## config.mk

```make
export PLATFORM = sky130hd
export DESIGN_NAME = len_counter_bank_flat
export DESIGN_NICKNAME = d
export VERILOG_FILES = /design/src/rtl/len_counter_bank_pkg.sv /design/src/rtl/len_counter_bank_if.sv /design/src/rtl/len_counter_chan.sv /design/src/rtl/len_counter_bank.sv /design/src/flat_wrapper.sv
export SDC_FILE = /design/constraint.sdc
export NUM_CORES = 1
export LEC_CHECK = 0
export ABC_AREA = 1
export CORE_MARGIN = 2
export CORE_UTILIZATION = 46
export CTS_CLUSTER_DIAMETER = 50
export DETAILED_ROUTE_END_ITERATION = 10
export PLACE_DENSITY = 0.77
export SYNTH_ARGS = -nofsm -noshare
export SYNTH_HDL_FRONTEND = slang
export SYNTH_SLANG_ARGS = --single-unit
```

## constraint.sdc

```tcl
create_clock -name clk -period 2.1 [get_ports clk]
set_clock_uncertainty 0.05 [all_clocks]
set_input_delay 0.21 -clock clk [delete_from_list [all_inputs] [get_ports clk]]
set_output_delay 0.21 -clock clk [all_outputs]
set_load 0.005 [all_outputs]
```

## src/rtl/len_counter_bank_pkg.sv

```systemverilog
// Shared constants, types and helpers for the sound-chip length counter bank.
// Package name: snd_len_pkg.
package snd_len_pkg;

  localparam int SHORT_LEN_W   = 6;
  localparam int SHORT_MAX     = 64;
  localparam int DEFAULT_LEN_W = 8;

  // Counter value for the default build: one bit wider than the load field
  // so it can hold 2^LEN_W.
  typedef logic [DEFAULT_LEN_W:0] len_cnt_t;

  // Full-scale count of a channel: 64 for short channels, 2^len_w otherwise.
  function automatic int len_max(bit is_short, int len_w);
    return is_short ? SHORT_MAX : (1 << len_w);
  endfunction

endpackage

```

## src/rtl/len_counter_bank_if.sv

```systemverilog
// Control/status bundle between the register block and the length counter bank.
// master drives the strobes and levels; slave (the bank) returns status.
interface len_counter_bank_if #(
  parameter int N_CH  = 4,
  parameter int LEN_W = 8
);

  logic                      len_tick;
  logic                      seq_skip_len;
  logic [N_CH-1:0]           len_we;
  logic [N_CH*LEN_W-1:0]     len_load;
  logic [N_CH-1:0]           trigger;
  logic [N_CH-1:0]           len_enable;
  logic [N_CH-1:0]           chan_enable;
  logic [N_CH*(LEN_W+1)-1:0] len_count;
  logic [N_CH-1:0]           expired;

  modport master (
    output len_tick, seq_skip_len, len_we, len_load, trigger, len_enable,
    input  chan_enable, len_count, expired
  );

  modport slave (
    input  len_tick, seq_skip_len, len_we, len_load, trigger, len_enable,
    output chan_enable, len_count, expired
  );

endinterface

```

## src/rtl/len_counter_chan.sv

```systemverilog
// One length-counter channel: counter, channel-enable flag and expiry pulse.
// Optional enable-edge extra clock and reduced trigger reload under the
// LEN_EXTRA_CLOCK_EN macro.
module len_counter_chan
  import snd_len_pkg::*;
#(
  parameter bit IS_SHORT = 1'b1,
  parameter int LEN_W    = 8
) (
  input  logic             clk,
  input  logic             rst,
  input  logic             len_tick,
  input  logic             seq_skip_len,
  input  logic             len_we,
  input  logic [LEN_W-1:0] len_load,
  input  logic             trigger,
  input  logic             len_enable,
  output logic [LEN_W:0]   count,
  output logic             chan_enable,
  output logic             expired
);

  localparam int             CW         = LEN_W + 1;
  localparam logic [LEN_W:0] MAX        = CW'(len_max(IS_SHORT, LEN_W));
  localparam logic [LEN_W:0] FIELD_MASK = IS_SHORT ? CW'((1 << SHORT_LEN_W) - 1)
                                                   : CW'((1 << LEN_W) - 1);

  logic [LEN_W:0] cnt_wr;
  logic [LEN_W:0] cnt_clk;
  logic [LEN_W:0] cnt_next;
  logic           en_next;
  logic           exp_next;
  logic           extra_clk;
  logic           reload_less;

`ifdef LEN_EXTRA_CLOCK_EN
  logic len_enable_q;

  // Registered copy of len_enable for 0->1 edge detection.
  always_ff @(posedge clk) begin
    if (rst) len_enable_q <= 1'b0;
    else     len_enable_q <= len_enable;
  end

  assign extra_clk   = len_enable & ~len_enable_q & seq_skip_len;
  assign reload_less = len_enable & seq_skip_len;
`else
  logic unused_seq_skip;
  assign unused_seq_skip = seq_skip_len;
  assign extra_clk       = 1'b0;
  assign reload_less     = 1'b0;
`endif

  // Next state: write, then optional extra clock, then trigger, then tick.
  always_comb begin
    // NOTE: every variable gets a default first so no path leaves it unassigned,
    // which would otherwise infer a latch.
    en_next  = chan_enable;
    exp_next = 1'b0;
    cnt_wr   = len_we ? (MAX - ({1'b0, len_load} & FIELD_MASK)) : count;
    cnt_clk  = cnt_wr;

    if (extra_clk && cnt_wr != '0) begin
      cnt_clk = cnt_wr - CW'(1);
      if (cnt_clk == '0 && !trigger) begin
        en_next  = 1'b0;
        exp_next = 1'b1;
      end
    end

    cnt_next = cnt_clk;

    if (trigger) begin
      en_next = 1'b1;
      if (cnt_clk == '0) cnt_next = reload_less ? (MAX - CW'(1)) : MAX;
    end else if (len_tick && len_enable && cnt_clk != '0) begin
      cnt_next = cnt_clk - CW'(1);
      if (cnt_next == '0) begin
        en_next  = 1'b0;
        exp_next = 1'b1;
      end
    end
  end

  // State and registered outputs.
  always_ff @(posedge clk) begin
    // NOTE: sequential state uses non-blocking assignments so all registers
    // update together from pre-edge values.
    if (rst) begin
      count       <= '0;
      chan_enable <= 1'b0;
      expired     <= 1'b0;
    end else begin
      count       <= cnt_next;
      chan_enable <= en_next;
      expired     <= exp_next;
    end
  end

endmodule

```

## src/rtl/len_counter_bank.sv

```systemverilog
// Multi-channel length counter bank for the sound chip.
// Optional macro: LEN_EXTRA_CLOCK_EN (enable-edge extra clock, reduced reload).
module len_counter_bank #(
  parameter int              N_CH       = 4,
  parameter int              LEN_W      = 8,
  parameter logic [N_CH-1:0] SHORT_MASK = 4'b1011
) (
  input  logic               clk,
  input  logic               rst,
  len_counter_bank_if.slave  bus
);

  logic [N_CH-1:0][LEN_W:0] count_arr;
  logic [N_CH-1:0]          en_arr;
  logic [N_CH-1:0]          exp_arr;

  // One independent counter per channel, slicing the flattened buses.
  for (genvar i = 0; i < N_CH; i++) begin : g_ch
    len_counter_chan #(
      .IS_SHORT (SHORT_MASK[i]),
      .LEN_W    (LEN_W)
    ) u_chan (
      .clk          (clk),
      .rst          (rst),
      .len_tick     (bus.len_tick),
      .seq_skip_len (bus.seq_skip_len),
      .len_we       (bus.len_we[i]),
      .len_load     (bus.len_load[i*LEN_W +: LEN_W]),
      .trigger      (bus.trigger[i]),
      .len_enable   (bus.len_enable[i]),
      .count        (count_arr[i]),
      .chan_enable  (en_arr[i]),
      .expired      (exp_arr[i])
    );
  end

  assign bus.len_count   = count_arr;
  assign bus.chan_enable = en_arr;
  assign bus.expired     = exp_arr;

endmodule

```

## src/flat_wrapper.sv

```systemverilog
// flat-port wrapper written by rule: the top's interface ports become plain ports
module len_counter_bank_flat 
#(
  parameter int              N_CH       = 4,
  parameter int              LEN_W      = 8,
  parameter logic [N_CH-1:0] SHORT_MASK = 4'b1011
)
  (clk, rst, bus_len_tick, bus_seq_skip_len, bus_len_we, bus_len_load, bus_trigger, bus_len_enable, bus_chan_enable, bus_len_count, bus_expired);
  len_counter_bank_if #(.N_CH(N_CH), .LEN_W(LEN_W)) bus_i ();
  input  logic clk;
  input  logic rst;
  input wire logic [$bits(bus_i.len_tick)-1:0] bus_len_tick;
  input wire logic [$bits(bus_i.seq_skip_len)-1:0] bus_seq_skip_len;
  input wire logic [$bits(bus_i.len_we)-1:0] bus_len_we;
  input wire logic [$bits(bus_i.len_load)-1:0] bus_len_load;
  input wire logic [$bits(bus_i.trigger)-1:0] bus_trigger;
  input wire logic [$bits(bus_i.len_enable)-1:0] bus_len_enable;
  output wire logic [$bits(bus_i.chan_enable)-1:0] bus_chan_enable;
  output wire logic [$bits(bus_i.len_count)-1:0] bus_len_count;
  output wire logic [$bits(bus_i.expired)-1:0] bus_expired;
  assign bus_i.len_tick = bus_len_tick;
  assign bus_i.seq_skip_len = bus_seq_skip_len;
  assign bus_i.len_we = bus_len_we;
  assign bus_i.len_load = bus_len_load;
  assign bus_i.trigger = bus_trigger;
  assign bus_i.len_enable = bus_len_enable;
  assign bus_chan_enable = bus_i.chan_enable;
  assign bus_len_count = bus_i.len_count;
  assign bus_expired = bus_i.expired;
  len_counter_bank #(.N_CH(N_CH), .LEN_W(LEN_W), .SHORT_MASK(SHORT_MASK)) u_core (.clk(clk), .rst(rst), .bus(bus_i));
endmodule
```

==> results.json, run 1 <==
{
  "start_util": 0.477,
  "via_per_inst": 5.09,
  "hold_viol": 0,
  "area_delta_synth_final_pct": 48.8,
  "cts.sinks": 44,
  "rr_startpoint": "u_core.g_ch[3].u_chan.count[1]",
  "gr-usage-met1": 0.267,
  "groute.usage.overall": 0.236,
  "place_congestion": 0.984,
  "nFillCells": 624,
  "critPathArrivalTime_ns": 2.11,
  "r2r-end": "u_core.g_ch[3].u_chan.count[3]",
  "worstPathMaxFanout": 4,
  "synth_top_family_by_area": "simple AND/OR/NAND/NOR gates",
  "nets": 812,
  "syn_area_um2": 3680,
  "slowest_delay_ns": 0.51,
  "crit_path_top_delay_cell": "clkdlybuf4s50_1",
  "drtAntennaViolNets": 0,
  "hold_path_class": "input pin to register",
  "power_density_nw_per_um2": 458,
  "cts-root-buf": "clkbuf_8",
  "tightestPinTransition_ns": 0.565,
  "irDropWorstVdd_mv": 0.290,
  "mostFrequentLayoutCell": "nand2_1",
  "synth_seq_cells": 44,
  "setup_slack_ns": 0.121,
  "worstSetupEndpointType": "register",
  "htreeDepth": 2,
  "post-route-util": 0.710,
  "design_area_um2": 5480,
  "comb_power_share": 0.424,
  "min_to": "u_core.g_ch[3].u_chan.count[8]",
  "io_pins": 92,
  "maxCapViolCount": 0,
  "n_antenna_cell": 0,
  "vias": 4345,
  "hold_start": "bus_len_we[3]",
  "synth-async-reset-ratio": 0,
  "p_sw_uw": 875,
  "synthFlopType": "dfxtp_1",
  "met2_usage": 0.447,
  "crit_top_cell": "nand3_1",
  "p_clk_frac": 0.210,
  "required_ns": 2.23,
  "clockBufferDepth": 2,
  "p_leak_uw": 0.00267,
  "first_pass_iters": 5,
  "netlist.area_leader.share": 0.239,
  "gr-total-overflow": 0,
  "synth_edf_count": 0,
  "status": "finished, final reports clean",
  "dpl.hpwl_mm": 8.17,
  "die_area_um2": 8740,
  "pre_cts_ws_ns": -0.463,
  "wl_per_cell_um": 12.6,
  "cts_inserted_buffers": 5,
  "slew_viol_final": 0,
  "core_area_um2": 7730,
  "seq_area_frac_synth": 0.239,
  "yosys.area.top_type": "dfxtp_1",
  "ctsHoldBuffers": 0,
  "numPortBuffers": 84,
  "clk_pin_slew_ns": 0.09,
  "first_iter_violations": 113,
  "grt_pass1_wl_mm": 17.1,
  "max_freq_mhz": 505,
  "worstHoldPathCells": 5,
  "finalSetupViolCount": 0,
  "crit_type": "input pin to register",
  "synth_adder_area_share": 0.0408,
  "ys_top_cells_by_area": "dfxtp_1, nand2_1, inv_1",
  "period_share": 0.942,
  "final_cell_mix": "nand2_1, buf_4, inv_1",
  "clk_latency_ns": 0.29,
  "switching_share": 0.349,
  "avgSynthCellArea_um2": 6.21,
  "synth_compound_gate_area_share": 0.106,
  "synth_nets": 653,
  "antenna_found_initial": 0,
  "multi_input_area_um2": 2540,
  "cts_tree": "built",
  "synth_warnings": 0,
  "synth.mux.area_fraction": 0,
  "p_seq_frac": 0.366,
  "die_h_um": 93.5,
  "place_area_um2": 5090,
  "register_area_um2": 881,
  "drt-total-wl_mm": 10.8,
  "startpoint_type": "input pin",
  "r2r_cells": 12,
  "internal-power_uw": 1630,
  "reg2reg_slack_ns": 0.19,
  "synthSimpleGateAreaFrac": 0.451,
  "period_needed_ns": 1.98,
  "drcViolationCount": 0,
  "top_usage_layer": "met2",
  "drive_gt1_frac": 0.258,
  "rows": 32,
  "grt_pass1_vias": 4217,
  "die_x_um": 93.5,
  "synth-xor-area-share": 0.0285,
  "grt_max_degree": 23,
  "syn_inst": 593,
  "yosysUniqueCellTypes": 38,
  "slew_headroom": 0.619,
  "crit_chain": "clkdlybuf4s50_1, inv_1, nand3_1, nand2_1, nand3_1, nand2_2, nor2_1, nand4_1, buf_4, nand3_2, a21oi_2",
  "grt_util_met3": 0.0379
}
## cells by family (layout without fill, tap and decap cells)
kind of cell | after synthesis | after routing
compound gates | 67 | 67
xor+xnor | 12 | 12
fa+ha+maj | 12 | 12
buf+inv | 113 | 270
flops | 44 | 44
simple gates | 345 | 347
## flip-flops by register name, indices dropped and copies added, names as in the netlist
name                            cells
u_core.g_ch.u_chan.count           36
u_core.g_ch.u_chan.chan_enable      4
u_core.g_ch.u_chan.expired          4
## power groups by stage
stage	Combinational [µW]	Clock [µW]	Sequential, µW
floorplan	509	0	937
global placement	929	0	937
detailed placement	958	0	938
CTS	989	540	919
global route	1160	574	924
finish	1060	527	919
## stage by stage
step                 TNS, ns  total power (µW)  instances  hold WS [ns]
floorplan                  0              1450        593         0.238
detailed placement    -15.60              1900        837         0.418
global route        -0.00635              2660        854         0.429
global placement      -12.96              1870        837         0.417
CTS                        0              2450        852         0.437
finish                     0              2510        854         0.418
## timing repair
| action | in CTS | in global routing |
|---|---|---|
| setup endpoints to repair | 38 | 43 |
| gates cloned | 2 | 0 |
| setup buffers | 6 | 2 |
| gates resized for setup | 20 | 49 |
| pin swaps | 17 | 21 |
## metal layers
layer | wire length (µm) | up-vias
met4 | 191 | 0
met3 | 511 | 23
li1 | - | 2216
met2 | 5520 | 112
met1 | 4560 | 1994
met5 | 0 | -
## how the worst max path moves through the flow
stage	cells after the start	from	to
6_report	11	bus_len_load[26]	u_core.g_ch[3].u_chan.count[3]
5_1_grt	18	bus_len_load[0]	u_core.g_ch[0].u_chan.count[6]
4_1_cts	13	bus_len_load[24]	u_core.g_ch[3].u_chan.count[3]
3_5_place_dp	13	bus_len_load[25]	u_core.g_ch[3].u_chan.count[6]
3_3_place_gp	14	bus_len_load[25]	u_core.g_ch[3].u_chan.count[1]
2_1_floorplan	13	bus_len_load[24]	u_core.g_ch[3].u_chan.count[1]
## cells in the mapped netlist (3+ instances only)
cell type	count
o21ai_0	24
o21ai_2	7
nor3_1	12
buf_4	8
clkbuf_1	5
nand3_2	6
inv_1	84
xnor2_1	4
nand2_4	4
xor2_1	8
nand4_1	22
ha_1	12
buf_6	5
nor3_2	5
inv_2	8
dfxtp_1	44
nor2_1	60
nand3_1	58
nand2_2	12
or2_2	5
nor2_2	9
o21ai_1	3
a21oi_1	25
nand2_1	143
## critical path, delay by kind of cell
kind	cells	cell delay (ns)
and+or+nand+nor	7	1.00
buffers and inverters	3	0.84
AOI/OAI and AO/OA	1	0.05
## area by class of cell
type	instances	share of cell area
Clock buffer	6	0.0132
Timing Repair Buffer	168	0.272
Inverter	95	0.0660
Multi-Input combinational cell	438	0.464
Tap cell	102	0.0233
Sequential cell	44	0.161
Clock inverter	1	0.000913
Power figures use the tool's default switching activity.
==> inputs of run 2 (changes only) <==
ABC_AREA = default   (was 1)
ABC_CLOCK_PERIOD_IN_PS = 2100   (was default)
CORE_UTILIZATION = 45   (was 46)
==> run 2 against run 1 <==
Register-to-register slack got worse by 0.02 ns. Worst setup slack got worse by 0.18 ns. Routed wire length increased by 12%. Sequential power increased by 2%. Critical path depth decreased by 2. Non-clock buffer count increased by 59. Largest power group unchanged. Die area decreased by 3.5%. The flow now finishes with violations (negative setup slack). Highest routed layer unchanged.
==> results.json, run 2 <==
{
  "synthFlopType": "dfxtp_1",
  "worstSetupEndpointType": "register",
  "period_share": 1.03,
  "final_cell_mix": "buf_4, clkdlybuf4s50_1, dfxtp_1",
  "nFillCells": 538,
  "synth_common_cells": "dfxtp_1, nor2_1, nand2_1, nor3_1, inv_1",
  "dp.cells": 719,
  "nets": 699,
  "seq_area_frac_synth": 0.254,
  "syn_area_um2": 3470,
  "synth_warnings": 0,
  "crit_chain": "buf_6, inv_12, ha_4, or3b_4, or4_4, a31oi_4, nand2_4, or4_4, o211a_1",
  "dpl.hpwl_mm": 8.46,
  "violations": "negative setup slack",
  "place_congestion": 0.850,
  "power_density_nw_per_um2": 484,
  "grt_max_degree": 44,
  "io_pins": 92,
  "syn_inst": 429,
  "numPortBuffers": 84,
  "first_pass_iters": 4,
  "grt_pass1_wl_mm": 18.8,
  "wl_per_cell_um": 16.3,
  "avgSynthCellArea_um2": 8.10,
  "synth_edf_count": 0,
  "design_area_um2": 5940,
  "crit_type": "input pin to register",
  "critPathArrivalTime_ns": 2.31,
  "rows": 32,
  "crit_top_cell": "or4_4",
  "gr-total-overflow": 0,
  "finalSetupViolCount": 3,
  "holdWs_ns": 0.445,
  "reg.largest.list": "u_core.g_ch.u_chan.count: 36 flops, u_core.g_ch.u_chan.chan_enable: 4 flops, u_core.g_ch.u_chan.expired: 4 flops",
  "clockBufferDepth": 2,
  "p_seq_frac": 0.325,
  "drt-total-wl_mm": 12.1,
  "start_util": 0.457,
  "p_clk_frac": 0.247,
  "first_iter_violations": 142,
  "area_delta_synth_final_pct": 71.1,
  "worstPathMaxFanout": 3,
  "slew_headroom": 0.636,
  "clk_latency_ns": 0.30,
  "groute.usage.overall": 0.273,
  "cts_tree": "built",
  "yosys.area.top_type": "dfxtp_1",
  "die_area_um2": 8440,
  "cts-root-buf": "clkbuf_8",
  "largest_reg_flops": 36,
  "slowest_delay_ns": 0.55,
  "max_freq_mhz": 463,
  "switching_share": 0.323,
  "startpoint_type": "input pin",
  "final_cells": 742,
  "grt_pass1_vias": 4142,
  "cts.sinks": 44,
  "cts_inserted_buffers": 5,
  "tightestPinTransition_ns": 0.541,
  "die_x_um": 91.9,
  "internal-power_uw": 1950,
  "core_area_um2": 7610,
  "setup_slack_ns": -0.0599,
  "yosysUniqueCellTypes": 65,
  "die_h_um": 91.9,
  "drive_gt1_frac": 0.392,
  "synth_nets": 489,
  "status": "finished with violations",
  "crit_path_top_delay_cell": "or4_4",
  "n_antenna_cell": 0,
  "vias": 4209,
  "post-route-util": 0.781,
  "rsz0062_at_grt": "yes",
  "synth-async-reset-ratio": 0,
  "irDropWorstVdd_mv": 0.523,
  "netlist.area_leader.share": 0.254,
  "slew_viol_final": 0,
  "r2r_cells": 6,
  "p_leak_uw": 0.00246,
  "synth_seq_cells": 44,
  "yosysMostFrequentCell": "dfxtp_1",
  "antenna_found_initial": 0,
  "required_ns": 2.25,
  "ys_top_cells_by_area": "dfxtp_1, xnor2_1, mux2i_1",
  "comb_power_share": 0.428,
  "mostFrequentLayoutCell": "buf_4",
  "htreeDepth": 2,
  "via_per_inst": 5.67,
  "drtAntennaViolNets": 0,
  "clk_pin_slew_ns": 0.09,
  "maxCapViolCount": 0,
  "worstHoldPathCells": 3,
  "drcViolationCount": 0,
  "p_sw_uw": 928,
  "place_area_um2": 5370,
  "hold_path_class": "input pin to register",
  "period_needed_ns": 2.16,
  "top_register": "u_core.g_ch.u_chan.count",
  "hold_viol": 0
}
==> run 2: power by group through the flow <==
| stage | clock, µW | sequential (µW) | combinational, µW |
|---|---|---|---|
| 2_1_floorplan | 0 | 945 | 510 |
| 3_3_place_gp | 0 | 948 | 1040 |
| 3_5_place_dp | 0 | 947 | 1080 |
| 4_1_cts | 716 | 931 | 1160 |
| 5_1_grt | 758 | 942 | 1320 |
| 6_report | 709 | 935 | 1230 |
==> run 2: critical path: cells and delay by family <==
kind	cells	cell delay, ns
AND/OR/NAND/NOR	4	1.50
buffers and inverters	2	0.15
adder cells (fa/ha/maj)	1	0.12
AO/OA/AOI/OAI	2	0.32
==> run 2: final timing paths <==
check | slack [ns] | from | endpoint
max reg2reg | 0.17 | u_core.g_ch[2].u_chan.count[1] | u_core.g_ch[2].u_chan.chan_enable
min | 0.44 | bus_len_we[1] | u_core.g_ch[1].u_chan.count[8]
min reg2reg | 0.45 | u_core.g_ch[0].u_chan.count[8] | u_core.g_ch[0].u_chan.count[8]
max | -0.06 | bus_len_load[17] | u_core.g_ch[2].u_chan.chan_enable
==> run 2: repair_timing <==
item,in CTS,in global routing
gates resized for setup,81,58
pin swaps,25,25
buffers inserted,10,5
endpoints found under the setup margin,40,33
hold buffers,0,0
==> run 2: layout make-up <==
class / instances / area (µm²) / area share
Clock inverter: 2 / 38.8 / 0.00653
Clock buffer: 6 / 82.6 / 0.0139
Sequential cell: 44 / 881 / 0.148
Multi-Input combinational cell: 340 / 2790 / 0.470
Inverter: 21 / 114 / 0.0192
Timing Repair Buffer: 227 / 1910 / 0.321
Tap cell: 102 / 128 / 0.0215
==> run 2: per-layer routing <==
layer | part of all wire | GRT usage | vias to the layer above
met4 | 0.035 | 0.107 | 0
met3 | 0.042 | 0.0378 | 42
met1 | 0.40 | 0.316 | 2011
li1 | - | - | 2014
met5 | 0 | 0 | -
met2 | 0.52 | 0.504 | 142
==> run 2: through the flow <==
| step | TNS [ns] | total power (µW) | worst slack, ns |
|---|---|---|---|
| floorplan | -0.790 | 1450 | -0.239 |
| global placement | -22.97 | 1990 | -0.873 |
| detailed placement | -25.80 | 2030 | -0.979 |
| CTS | -0.0656 | 2800 | -0.0642 |
| global route | -0.242 | 3020 | -0.0731 |
| finish | -0.108 | 2880 | -0.0599 |
==> run 2: kinds of logic after synthesis <==
logic type                 after synthesis  synth area share
muxes                                   22            0.0684
DFF                                     44             0.254
xor gates and xnor gates                26            0.0656
and+or+nand+nor                        186             0.307
adders and majority gates               12            0.0432
buffers and inverters                   45            0.0584
AOI/OAI and AO/OA                       94             0.204
